<file path="src/rtl/rv_data_bus_demux.sv">
// rv_data_bus_demux: fans one core data port out to N_SLV base/mask windows, routes responses in order.
// Optional macro RV_BUS_TIMEOUT_EN: force an error response when a mapped slave never answers.

module rv_data_bus_demux #(
  parameter int unsigned           XLEN        = 32,
  parameter int unsigned           N_SLV       = 4,
  parameter logic [N_SLV*XLEN-1:0] SLV_BASE    = {32'h8000_1000, 32'h8000_0000,
                                                  32'h0001_0000, 32'h0000_0000},
  parameter logic [N_SLV*XLEN-1:0] SLV_MASK    = {32'hFFFF_F000, 32'hFFFF_F000,
                                                  32'hFFFF_0000, 32'hFFFF_0000},
  parameter int unsigned           MAX_OUTST   = 2,
  parameter int unsigned           TIMEOUT_CYC = 64
) (
  input  logic                    clk_i,
  input  logic                    rst_ni,
  input  logic                    data_req_i,
  output logic                    data_gnt_o,
  input  logic                    data_we_i,
  input  logic [XLEN/8-1:0]       data_be_i,
  input  logic [XLEN-1:0]         data_addr_i,
  input  logic [XLEN-1:0]         data_wdata_i,
  output logic                    data_rvalid_o,
  output logic [XLEN-1:0]         data_rdata_o,
  output logic                    data_err_o,
  output logic [N_SLV-1:0]        slv_req_o,
  output logic                    slv_we_o,
  output logic [XLEN/8-1:0]       slv_be_o,
  output logic [XLEN-1:0]         slv_addr_o,
  output logic [XLEN-1:0]         slv_wdata_o,
  input  logic [N_SLV-1:0]        slv_rvalid_i,
  input  logic [N_SLV*XLEN-1:0]   slv_rdata_i,
  output logic                    spurious_o
);

  localparam int unsigned SEL_W = (N_SLV > 1) ? $clog2(N_SLV) : 1;
  localparam int unsigned PTR_W = (MAX_OUTST > 1) ? $clog2(MAX_OUTST) : 1;
  localparam int unsigned CNT_W = $clog2(MAX_OUTST + 1);

  // FIFO entry: {unmapped, sel}
  logic [SEL_W:0]     fifo_q [MAX_OUTST];
  logic [PTR_W-1:0]   rd_ptr_q, rd_ptr_d;
  logic [PTR_W-1:0]   wr_ptr_q, wr_ptr_d;
  logic [CNT_W-1:0]   cnt_q, cnt_d;
  logic               err_pend_q, err_pend_d;
  logic               spurious_q, spurious_d;

  logic               hit;
  logic [SEL_W-1:0]   sel;
  logic [XLEN-1:0]    sel_base;
  logic [N_SLV-1:0]   sel_oh;
  logic               head_unm;
  logic [SEL_W-1:0]   head_sel;
  logic [XLEN-1:0]    head_rdata;
  logic [N_SLV-1:0]   head_oh;
  logic               empty, full;
  logic               head_mapped_vld;
  logic               head_rv;
  logic               tmo_fire;
  logic               pop, push;
  logic [CNT_W-1:0]   remain;
  logic               nxt_head_unm;

  function automatic logic [PTR_W-1:0] ptr_inc(input logic [PTR_W-1:0] p);
    if (p == PTR_W'(MAX_OUTST - 1)) return '0;
    else return p + 1'b1;
  endfunction

  // Descending scan so the lowest matching index is the one left in sel.
  always_comb begin
    hit = 1'b0;
    sel = '0;
    for (int i = int'(N_SLV) - 1; i >= 0; i--) begin
      if ((data_addr_i & SLV_MASK[i*XLEN +: XLEN]) == SLV_BASE[i*XLEN +: XLEN]) begin
        hit = 1'b1;
        sel = SEL_W'(i);
      end
    end
  end

  assign head_unm = fifo_q[rd_ptr_q][SEL_W];
  assign head_sel = fifo_q[rd_ptr_q][SEL_W-1:0];

  always_comb begin
    sel_base   = '0;
    sel_oh     = '0;
    head_rdata = '0;
    head_oh    = '0;
    for (int i = 0; i < int'(N_SLV); i++) begin
      if (sel == SEL_W'(i)) begin
        sel_base  = SLV_BASE[i*XLEN +: XLEN];
        sel_oh[i] = 1'b1;
      end
      if (head_sel == SEL_W'(i)) begin
        head_rdata = slv_rdata_i[i*XLEN +: XLEN];
        head_oh[i] = 1'b1;
      end
    end
  end

  assign empty           = (cnt_q == '0);
  assign full            = (cnt_q == CNT_W'(MAX_OUTST));
  assign head_mapped_vld = !empty && !head_unm;
  assign head_rv         = head_mapped_vld && |(slv_rvalid_i & head_oh);

`ifdef RV_BUS_TIMEOUT_EN
  localparam int unsigned TMO_W = (TIMEOUT_CYC > 1) ? $clog2(TIMEOUT_CYC) : 1;
  logic [TMO_W-1:0] tmo_q, tmo_d;

  // Down-counter reloads whenever the head changes or is not a waiting mapped entry.
  always_comb begin
    if (pop || !head_mapped_vld) tmo_d = TMO_W'(TIMEOUT_CYC - 1);
    else if (tmo_q != '0)        tmo_d = tmo_q - 1'b1;
    else                         tmo_d = tmo_q;
  end

  always_ff @(posedge clk_i or negedge rst_ni) begin
    if (!rst_ni) tmo_q <= TMO_W'(TIMEOUT_CYC - 1);
    else         tmo_q <= tmo_d;
  end

  assign tmo_fire = head_mapped_vld && !head_rv && (tmo_q == '0);
`else
  logic unused_tmo;
  assign unused_tmo = ^TIMEOUT_CYC;
  assign tmo_fire   = 1'b0;
`endif

  // err_pend_q is only ever set while an unmapped entry sits at the head.
  assign pop  = err_pend_q | head_rv | tmo_fire;
  assign push = data_gnt_o;

  assign data_gnt_o    = data_req_i & (~full | pop);
  assign slv_req_o     = (data_gnt_o && hit) ? sel_oh : '0;
  assign slv_we_o      = data_we_i;
  assign slv_be_o      = data_be_i;
  assign slv_wdata_o   = data_wdata_i;
  assign slv_addr_o    = hit ? (data_addr_i - sel_base) : '0;

  assign data_rvalid_o = pop;
  assign data_err_o    = err_pend_q | tmo_fire;
  assign data_rdata_o  = head_rv ? head_rdata : '0;
  assign spurious_o    = spurious_q;

  always_comb begin
    rd_ptr_d   = pop  ? ptr_inc(rd_ptr_q) : rd_ptr_q;
    wr_ptr_d   = push ? ptr_inc(wr_ptr_q) : wr_ptr_q;
    cnt_d      = cnt_q + CNT_W'(push) - CNT_W'(pop);
    remain     = cnt_q - CNT_W'(pop);
    // The entry at the head next cycle is either a surviving one or the one being pushed now.
    if (remain == '0) nxt_head_unm = push & ~hit;
    else              nxt_head_unm = fifo_q[rd_ptr_d][SEL_W];
    err_pend_d = nxt_head_unm;
    spurious_d = spurious_q | (|(slv_rvalid_i & ~(head_mapped_vld ? head_oh : '0)));
  end

  always_ff @(posedge clk_i or negedge rst_ni) begin
    if (!rst_ni) begin
      for (int i = 0; i < int'(MAX_OUTST); i++) fifo_q[i] <= '0;
      rd_ptr_q   <= '0;
      wr_ptr_q   <= '0;
      cnt_q      <= '0;
      err_pend_q <= 1'b0;
      spurious_q <= 1'b0;
    end else begin
      if (push) fifo_q[wr_ptr_q] <= {~hit, sel};
      rd_ptr_q   <= rd_ptr_d;
      wr_ptr_q   <= wr_ptr_d;
      cnt_q      <= cnt_d;
      err_pend_q <= err_pend_d;
      spurious_q <= spurious_d;
    end
  end

endmodule
</file>
<file path="config.mk">
export PLATFORM = sky130hd
export DESIGN_NAME = rv_data_bus_demux
export DESIGN_NICKNAME = d
export VERILOG_FILES = /design/src/rtl/rv_data_bus_demux.sv
export SDC_FILE = /design/constraint.sdc
export NUM_CORES = 1
export LEC_CHECK = 0
export CAP_MARGIN = 25
export CORE_AREA = 10 10 112 114
export DETAILED_ROUTE_END_ITERATION = 12
export DIE_AREA = 0 0 122 124
export PLACE_DENSITY = 0.8
export REMOVE_ABC_BUFFERS = 1
export SETUP_SLACK_MARGIN = 0.05
export SLEW_MARGIN = 20
export SYNTH_ARGS = -nofsm -noshare
export SYNTH_HDL_FRONTEND = slang
export SYNTH_SLANG_ARGS = --single-unit
export TNS_END_PERCENT = 100
</file>
<file path="constraint.sdc">
create_clock -name clk_i -period 10.2 [get_ports clk_i]
set_input_delay 2.55 -clock clk_i [delete_from_list [all_inputs] [get_ports clk_i]]
set_output_delay 2.55 -clock clk_i [all_outputs]
set_load 0.02 [all_outputs]
</file>
* Yosys cells after proc, flatten, opt, wreduce, memory -nomap -nowiden
Index checks and enable logic that the tools add are counted.
W data, S select, Z words.
** Word-level totals
- Flip-flop bits (word level) :: 12
- Input port bits :: 204
- Output and inout bits :: 109
- Word-level logic and storage cells :: 93
** Cells by class
- Add/subtract/negate cells :: 6
- Order comparisons :: 4
- Equal/unequal tests :: 10
- Multiplexer cells :: 40
- Bitwise operators :: 13
- Reduce and logical (&&, ||, !) cells :: 13
** Operators with widths (count)
- $mux W32 :: 8
- $eq A20 B20 Y1 const B :: 2
- $logic_not A32 Y1 :: 1
- $sub A32 B32 Y32 :: 1
- $mux W3 :: 7
- $mux W17 :: 1
- $eq A16 B1 Y1 const B :: 1
- $mux W1 :: 16
- $eq A2 B2 Y1 const B :: 5
- $and A4 B4 Y4 :: 2
- $logic_not A2 Y1 :: 4
- $mux W2 :: 4
- $mux W4 :: 2
- $reduce_or A4 Y1 :: 2
- $bwmux W6 :: 1
- $ge A2 B2 Y1 const B :: 3
- $not A1 Y2 :: 3
- $eq A2 B1 Y1 const B :: 2
- $logic_and A1 B1 Y1 :: 4
- $not A4 Y4 :: 1
- $sub A2 B1 Y2 :: 2
- $demux W3 S1 :: 1
- $or A1 B1 Y1 :: 3
- $add A1 B1 Y1 const B :: 2
- other kinds (5) :: 8

* Logic depth before layout (Yosys ltp)
Gate-level depths: netlist (run 1).
- Depth after elaboration :: 16
- Mapped depth :: 11
- Gate-level depth less buffers :: 11

* Least setup slack after synthesis (run 1)
No wires, ideal clock.
- Path kind :: input-to-output
- Start :: in data_addr_i[21]
- End :: out slv_addr_o[18]
- Arrival :: 4546 ps
- Required time :: 7650 ps
- Slack :: 3104 ps
- Cell stages on the path :: 11
- Buffers on the path :: 0
- Path through :: nor4_1 -> nand4_1 -> nor3_1 -> nand2_1 -> inv_1 -> ha_1 -> ha_1 -> nand2_1 -> a21oi_1 -> a21oi_1 -> nor2_1
** Between the ends
- Word-level cells in the longest chain between the ends :: 11
- Elaborated cells between the ends (all ways) :: 20
- Classes of those cells :: add/sub: 1; eq/ne: 6; mux: 12; reduce/logical: 1
** RTL lines
- from (decl) :: line 20 : input logic [XLEN-1:0] data_addr_i,
- $eq A20 B20 Y1 :: line 73 : if ((data_addr_i & SLV_MASK[i*XLEN +: XLEN]) == SLV_BASE[i*XLEN +: XLEN]) begin
- $mux W2 (4 in a row) :: line 73
- $eq A2 B1 Y1 :: line 89 : if (sel == SEL_W'(i)) begin
- $mux W17 :: line 89
- $mux W32 (2 in a row) :: line 89
- $sub A32 B32 Y32 :: line 137 : assign slv_addr_o = hit ? (data_addr_i - sel_base) : '0;
- $mux W32 (*) :: line 137
- to (decl) :: line 28 : output logic [XLEN-1:0] slv_addr_o,
Every way passes the cells marked *; elsewhere a longest branch is shown, timed or not.

* Worst setup path in the final report (run 1)
- Start :: in data_addr_i[21]
- End :: out slv_addr_o[20]
The elaborated chain is that of the path after synthesis.

==> results.cfg, run 1 <==
[outcome]
status = finished, final reports clean

[synthesis]
synth_area_um2 = 2374
yosysUniqueCellTypes = 44
ys_ff_latch = 12
post-synth-top-area-cell = mux4_2
avgSynthCellArea_um2 = 9.419
synth-seq-area-share_pct = 12.65
yosys.area.top_type_share_pct = 27.52
synth_edf_count = 0
synthTopCellsByArea = mux4_2, buf_4, dfrtp_1
yosysWarnings = 0
synth-main-ff-cell = dfrtp_1
async_flop_share_pct = 100.0
synth_cells = 252

[global_routing]
grt-ovfl-total = 0
grt_use_total_pct = 17.33
grt_pass1_vias = 3202
antenna_found_initial = 0
grt_first_pass_wirelength_um = 19710
grt_max_degree = 37

[floorplanning]
rows = 37
core_um2 = 10230
die_x_um = 122
initial_core_util_pct = 23.20
die_area_um2 = 15130
io_pins = 313
dieHeight_um = 124

[timing]
drv_slew = 0
max_freq_mhz = 120.0
period_needed_ns = 8.336
worst_pin_slew_ns = 0.6454
hold_viol_final = 0
final.setup_skew_ns = 0.001019
slew_headroom_pct = 56.97
tns_ns = 0
fin_crit_sh_pct = 81.72
setup_viol = 0
rsz0062_at_grt = false
whs_ns = 0.5063

[final_layout]
syn2layout_area_growth_pct = 97.84
multi_input_area_um2 = 1713
diodes = 0
nFillCells = 933
fin_nets = 658
fin_cells = 584
register_area_um2 = 300.3
drive_gt1_share_pct = 10.04

[power]
intPower_uw = 252.3
seq_power_share_pct = 19.4
vdd_drop_max_v = 0.00007495
power_density_nw_per_um2 = 86.93
p_sw_share_pct = 38.20
p_sw_uw = 155.9
leakagePower_uw = 0.001765
clock_power_share_pct = 13.1
comb_power_share_pct = 67.6

[job]
maxCapViolCount = 0

[cts]
clkTransAtPathRegs_ns = 0.05
post_cts_resized = 0
cts_setup_buffers = 0
clkLatencyLatePin_ns = 0.25
holdBufCountCts = 0
clockRootBuffer = clkbuf_8
cts_tree = yes
cts.sink_count = 12
cts_max_level = 1
cts_made_buffers = 3
clk_path_buf_depth = 2

[drt]
ant_nets = 0
drt-pass1-iter-count = 5
viasPerCell = 4.832
initialDrtViolationCount = 156
drc = 0
wl_um = 13960
route.vias.total = 2822
wl_per_cell_um = 23.90

[critical_path]
startpoint = data_addr_i[21]
path_class = input pin to primary output
crit_fanout = 7
crit_arrival_ns = 5.79
worstPathRequired_ns = 7.65
crit_path_start_kind = input pin
end_kind = primary output
r2r-start = rd_ptr_q

[worst_hold_path]
hold_start = wr_ptr_q
min_path_type = register to register

[place]
place_inst = 580
io_buffers = 238
gp_congestion = 0.8857
detailed_place_hpwl_um = 12280
[kinds of logic after synthesis]
group,count (synthesis),share of synthesized area [%]
AOI/OAI and AO/OA,20,6.696
xor gates and xnor gates,6,2.214
adders and majority gates,5,2.636
buffers and inverters,60,16.18
DFF,12,12.65
muxes,39,34.21
and+or+nand+nor,110,25.41
[layout by cell type (no fill, tap or decap), types with 4 or more instances in the layout]
cell	Yosys	routed
a21oi_1	4	4
nand2_1	11	11
nor3_1	4	4
mux4_2	29	29
ha_1	5	5
mux2_1	4	4
clkdlybuf4s50_1	0	238
o21ai_0	4	4
xnor2_1	4	4
nor4_1	4	4
nor2b_1	12	12
and2_1	33	33
clkbuf_8	0	4
inv_1	10	10
dfrtp_1	12	12
nor2_1	29	28
[critical path: stages]
cell and delay (ns):
clkdlybuf4s50_1 0.40, nor4_1 0.39, nand4_1 0.21, nor3_1 0.47, nand2_1 0.17, inv_1 0.08
ha_1 0.17, ha_1 0.18, nand2_1 0.09, a21oi_1 0.15, a21oi_1 0.17, nor2_1 0.13
clkdlybuf4s50_1 0.63
[per-layer routing]
| layer | part of all wire [%] | GRT usage, % | vias to the layer above |
|---|---|---|---|
| li1 | - | - | 1264 |
| met1 | 33 | 16.41 | 1304 |
| met2 | 45 | 28.53 | 241 |
| met3 | 21 | 14.39 | 11 |
| met4 | 0.88 | 3.055 | 2 |
| met5 | 0.54 | 3.618 | - |
[sequential cells by signal (all words and copies together) (netlist names)]
register	flops
wr_ptr_q	1
spurious_o	1
rd_ptr_q	1
data_err_o	1
fifo_q	6
cnt_q	2
[final cells by class]
| class | instances | share of cell area [%] |
|---|---|---|
| well taps | 136 | 3.624 |
| clock buffers | 4 | 1.172 |
| repair buffers | 242 | 51.53 |
| multi-input cells | 180 | 36.48 |
| flip-flops and latches | 12 | 6.395 |
| inverters | 10 | 0.7994 |
[final timing paths]
path / depth (start not counted) / to / slack (ns)
max reg2reg: 6 / fifo_q[5] / 7.55
max: 13 / slv_addr_o[20] / 1.86
min in group asynchronous: 1 / fifo_q[5] / 2.65
min reg2reg: 2 / wr_ptr_q / 0.51
min: 2 / wr_ptr_q / 0.51
max in group asynchronous: 1 / spurious_o / 7.19
[synth_stat cells, types with 5 or more instances]
cell type and count:
buf_4 40, and2_1 33, mux4_2 29, nor2_1 29, dfrtp_1 12, nor2b_1 12, nand2_1 11, inv_1 10
clkbuf_1 8, ha_1 5
[stage by stage]
| step | area (um2) | power, uW | setup slack, ns | utilization (%) |
|---|---|---|---|---|
| 2_1_floorplan | 2027 | 212.2 | 3.104 | - |
| 3_3_place_gp | 4626 | 350.9 | 2.039 | 45.21 |
| 3_5_place_dp | 4641 | 357.9 | 1.854 | 45.36 |
| 4_1_cts | 4696 | 413.3 | 1.856 | 45.90 |
| 5_1_grt | 4696 | 439.0 | 1.595 | 45.90 |
| 6_report | 4696 | 408.2 | 1.864 | 45.90 |
[power by group through the flow]
stage | sequential (uW) | combinational (uW) | clock (uW)
finish | 79.0 | 276 | 53.4
global placement | 77.9 | 273 | 0
floorplan | 76.9 | 135 | 0
detailed placement | 79.8 | 278 | 0
CTS | 79.0 | 280 | 54.9
global route | 81.8 | 300 | 56.8
Note: power is estimated with default switching activity, not from simulation.
==> run 2: changes to the inputs <==
--- a/config.mk
+++ b/config.mk
@@ -6,10 +6,10 @@
 export NUM_CORES = 1
 export LEC_CHECK = 0
 export CAP_MARGIN = 25
-export CORE_AREA = 10 10 112 114
+export CORE_AREA = 10 10 113 115
 export DETAILED_ROUTE_END_ITERATION = 12
-export DIE_AREA = 0 0 122 124
-export PLACE_DENSITY = 0.8
+export DIE_AREA = 0 0 123 125
+export PLACE_DENSITY = 0.79
 export REMOVE_ABC_BUFFERS = 1
 export SETUP_SLACK_MARGIN = 0.05
 export SLEW_MARGIN = 20
==> constraint.sdc (replaced) <==
create_clock -name clk_i -period 7.8 [get_ports clk_i]
set_input_delay 1.95 -clock clk_i [delete_from_list [all_inputs] [get_ports clk_i]]
set_output_delay 1.95 -clock clk_i [all_outputs]
set_load 0.02 [all_outputs]
==> run 2 against run 1 <==
- register-to-register slack worse by 2.5 ns
- via count decreased by 0.78%
- clock power grew 30%
- sequential share of layout area about the same
- global-route usage decreased by 2.1 points
- first-iteration DRC count down 18%
- total power rose by 31%
- utilization is 1.5 points lower
- cell area rose by 0.21%
- flip-flop and latch count stayed put
- non-clock buffer count is 1 higher
==> results.cfg, run 2 (synthesis gave the netlist of run 1 again) <==
[critical_path]
critical_path_depth = 14
critPathTopFamily = buffers and inverters
slowest_stage = clkdlybuf4s50_1
worstPathRequired_ns = 5.85
startpoint = data_addr_i[24]
reg2reg_slack_ns = 5.08
reg2reg_depth = 6
crit_end = slv_addr_o[30]
cp_num_buf_inv = 4
r2r-start = rd_ptr_q
r2r_end = fifo_q[5]
crit_fanout = 7
path_cells = clkdlybuf4s50_1 -> nor4_1 -> nand4_1 -> nor3_1 -> buf_4 -> nand2_1 -> inv_1 -> ha_1 -> ha_1 -> nand2_1 -> a21oi_1 -> a21oi_1 -> nor2_1 -> clkdlybuf4s50_1
end_kind = primary output
crit_arrival_ns = 5.01
path_class = input pin to primary output
crit_path_start_kind = input pin
max_stage_delay_ns = 0.62

[cts]
cts.sink_count = 12
cts_max_level = 1
cts_tree = yes
clockRootBuffer = clkbuf_8
cts_setup_buffers = 0
post_cts_resized = 0
clk_path_buf_depth = 2
holdBufCountCts = 0
clkTransAtPathRegs_ns = 0.05
cts_made_buffers = 3
clkLatencyLatePin_ns = 0.25

[global_routing]
grt_pass1_vias = 3160
antenna_found_initial = 0
grt_use_total_pct = 15.27
grt_max_degree = 37
grt-ovfl-total = 0
grt_first_pass_wirelength_um = 18350

[timing]
final.setup_skew_ns = 0.004056
tns_ns = 0
drv_slew = 0
rsz0062_at_grt = false
whs_ns = 0.4893
hold_viol_final = 0
max_freq_mhz = 143.6
slew_headroom_pct = 56.57
worst_pin_slew_ns = 0.6500
period_needed_ns = 6.963
fin_crit_sh_pct = 89.27
setup_viol = 0

[final_layout]
layout_common_cells = clkdlybuf4s50_1, and2_1, mux4_2
multi_input_area_um2 = 1718
diodes = 0
drive_gt1_share_pct = 10.24
utilization_pct = 44.38
largest_reg_flops = 6
syn2layout_area_growth_pct = 98.26
nFillCells = 971
fin_nets = 659
layout_commonest_cell = clkdlybuf4s50_1
register_area_um2 = 300.3
reg.largest.list = fifo_q (6), cnt_q (2)
top_register = fifo_q

[drt]
route.vias.total = 2800
drc = 0
drt-pass1-iter-count = 4
viasPerCell = 4.754
ant_nets = 0
initialDrtViolationCount = 128
wl_per_cell_um = 21.88
wl_um = 12890

[power]
vdd_drop_max_v = 0.00009423
leakagePower_uw = 0.001769
power_density_nw_per_um2 = 113.7
p_total_uw = 535.2

[outcome]
status = finished, final reports clean

[place]
io_buffers = 238
gp_congestion = 0.9007
detailed_place_hpwl_um = 11280

[floorplanning]
io_pins = 313
die_x_um = 123
rows = 38
die_area_um2 = 15380
core_um2 = 10600
initial_core_util_pct = 22.39
dieHeight_um = 125

[job]
maxCapViolCount = 0

[worst_hold_path]
min_path_type = register to register
-- run 2: report_power, final --
group          total (uW)  internal [uW]  switching, uW
sequential            104           77.7           26.2
clock                69.6           44.7           24.9
combinational         362            208            154
-- run 2: layout make-up --
cell class | instances | area share, %
multi-input combinational | 180 | 36.51
timing repair buffer | 243 | 51.42
inverter | 10 | 0.7977
sequential | 12 | 6.381
tap | 140 | 3.722
clock buffer | 4 | 1.170
-- run 2: metrics by stage --
stage / std cells / cell area (um2) / setup WS (ns)
3_5_place_dp: 585 / 4646 / 0.8283
5_1_grt: 589 / 4706 / 0.5600
4_1_cts: 589 / 4701 / 0.8149
6_report: 589 / 4706 / 0.8371
2_1_floorplan: 202 / 2027 / 1.904
3_3_place_gp: 585 / 4646 / 0.9386
-- run 2: how the worst min path moves through the flow --
stage          cells after the start  slack (ns)        from          to
2_1_floorplan                      2        0.46    wr_ptr_q    wr_ptr_q
3_3_place_gp                       2        0.48    wr_ptr_q    wr_ptr_q
3_5_place_dp                       1        0.49  spurious_o  spurious_o
4_1_cts                            1        0.50  spurious_o  spurious_o
5_1_grt                            1        0.53  spurious_o  spurious_o
6_report                           1        0.49  spurious_o  spurious_o
-- run 2: routing by layer --
layer	vias up	global-route usage, %	wire, um
li1	1269	-	-
met4	0	2.536	102
met1	1293	15.91	4613
met3	9	11.70	2424
met5	-	0	0
met2	229	24.33	5750
==> run 3: changes to the inputs <==
--- a/config.mk
+++ b/config.mk
@@ -7,6 +7,7 @@
 export LEC_CHECK = 0
 export CAP_MARGIN = 25
 export CORE_AREA = 10 10 113 115
+export CTS_BUF_LIST = sky130_fd_sc_hd__clkbuf_2
 export DETAILED_ROUTE_END_ITERATION = 12
 export DIE_AREA = 0 0 123 125
 export PLACE_DENSITY = 0.79
==> run 3 against run 2 <==
- non-clock buffer count unchanged
- total power decreased by 6.4%
- via count grew 0.32%
==> results.cfg, run 3 (synthesis gave the netlist of run 1 again) <==
[outcome]
status = finished, final reports clean

[cts]
clkLatencyLatePin_ns = 0.28
cts.sink_count = 12
clkTransAtPathRegs_ns = 0.12
cts_made_buffers = 3
clockRootBuffer = clkbuf_2
cts_max_level = 1
post_cts_resized = 0
cts_setup_buffers = 0
cts_tree = yes
holdBufCountCts = 0
clk_path_buf_depth = 2

[final_layout]
largest_reg_flops = 6
diodes = 0
drive_gt1_share_pct = 10.02
nFillCells = 975
syn2layout_area_growth_pct = 96.73
multi_input_area_um2 = 1718
layout_common_cells = clkdlybuf4s50_1, and2_1, mux4_2
fin_nets = 659
register_area_um2 = 300.3
fin_area_um2 = 4669
top_register = fifo_q
utilization_pct = 44.04
reg.largest.list = fifo_q (6), cnt_q (2)
layout_commonest_cell = clkdlybuf4s50_1

[critical_path]
worstPathRequired_ns = 5.85
end_kind = primary output
cp_num_buf_inv = 4
critical_path_depth = 14
max_stage_delay_ns = 0.62
reg2reg_depth = 6
critPathTopFamily = buffers and inverters
crit_fanout = 7
crit_path_start_kind = input pin
crit_arrival_ns = 5.02
path_class = input pin to primary output
path_cells = clkdlybuf4s50_1 -> nor4_1 -> nand4_1 -> nor3_1 -> buf_4 -> nand2_1 -> inv_1 -> ha_1 -> ha_1 -> nand2_1 -> a21oi_1 -> a21oi_1 -> nor2_1 -> clkdlybuf4s50_1
slowest_stage = clkdlybuf4s50_1

[place]
detailed_place_hpwl_um = 11280
io_buffers = 238
dpl_cell_area_um2 = 4646
pre_cts_slack_ns = 0.8283
gp_congestion = 0.9007

[global_routing]
grt_use_total_pct = 15.12
grt-ovfl-total = 0
grt_max_degree = 37
antenna_found_initial = 0
grt_pass1_vias = 3170
grt_first_pass_wirelength_um = 18290

[timing]
drv_slew = 0
hold_viol_final = 0
max_freq_mhz = 143.5
worst_pin_slew_ns = 0.6521
rsz0062_at_grt = false
fin_crit_sh_pct = 89.37
setup_viol = 0
tns_ns = 0
period_needed_ns = 6.971
setup_slack_ns = 0.8290
final.setup_skew_ns = 0.002338
slew_headroom_pct = 56.43

[power]
p_total_uw = 500.7
leakagePower_uw = 0.001755
power_density_nw_per_um2 = 107.2
vdd_drop_max_v = 0.00008580

[floorplanning]
die_area_um2 = 15380
io_pins = 313
die_x_um = 123
dieHeight_um = 125
core_um2 = 10600
rows = 38
initial_core_util_pct = 22.39

[drt]
wl_um = 12880
drt-pass1-iter-count = 4
route.vias.total = 2809
viasPerCell = 4.769
drc = 0
ant_nets = 0
wl_per_cell_um = 21.87
initialDrtViolationCount = 147

[job]
maxCapViolCount = 0

[worst_hold_path]
min_path_type = register to register
min_path_cells = 1
==> run 3: cell types whose count changed in the layout (fill, tap and decap cells not counted) <==
cell and delta:
clkbuf_8 -4, clkbuf_2 +3, clkinv_1 +1
==> run 3: power by group <==
| group | internal (uW) | total [uW] | switching, uW | leakage, uW |
|---|---|---|---|---|
| clock | 11.1 | 33.3 | 22.2 | 0.0000140 |
| combinational | 208 | 363 | 155 | 0.00160 |
| sequential | 77.4 | 104 | 26.6 | 0.000141 |
| total | 297 | 501 | 204 | 0.00175 |
==> run 3: layout make-up <==
type | instances | share of cell area (%)
Timing Repair Buffer | 243 | 51.82
Multi-Input combinational cell | 180 | 36.79
Sequential cell | 12 | 6.431
Tap cell | 140 | 3.751
Inverter | 10 | 0.8039
Clock buffer | 3 | 0.3215
Clock inverter | 1 | 0.08039
==> run 3: worst paths after layout <==
check / slack, ns / to / startpoint
max: 0.83 / slv_addr_o[30] / data_addr_i[24]
min: 0.51 / spurious_o / spurious_o
max reg2reg: 5.08 / fifo_q[3] / rd_ptr_q
min reg2reg: 0.51 / spurious_o / spurious_o
max in group asynchronous: 5.45 / spurious_o / rst_ni
min in group asynchronous: 2.00 / rd_ptr_q / rst_ni
==> run 3: layer usage <==
layer	wire length [um]	vias to the layer above	part of all wire [%]	track usage, %
li1	-	1269	-	-
met1	4552	1300	35	15.75
met4	84	0	0.65	2.056
met5	0	-	0	0
met2	5790	230	45	24.33
met3	2456	10	19	11.57
==> run 3: metrics by stage <==
stage,hold slack [ns],instances
floorplan,0.4626,202
global placement,0.4773,585
detailed placement,0.4872,585
CTS,0.5139,589
global route,0.5488,589
finish,0.5095,589
==> run 3: worst register-to-register path, cell delays in order (launching register included) <==
cell and delay, ns:
dfrtp_1 0.73, and4b_1 0.27, a41oi_1 0.24, a41oi_2 0.22, o41ai_4 0.55, nand2b_2 0.28
mux2_1 0.33
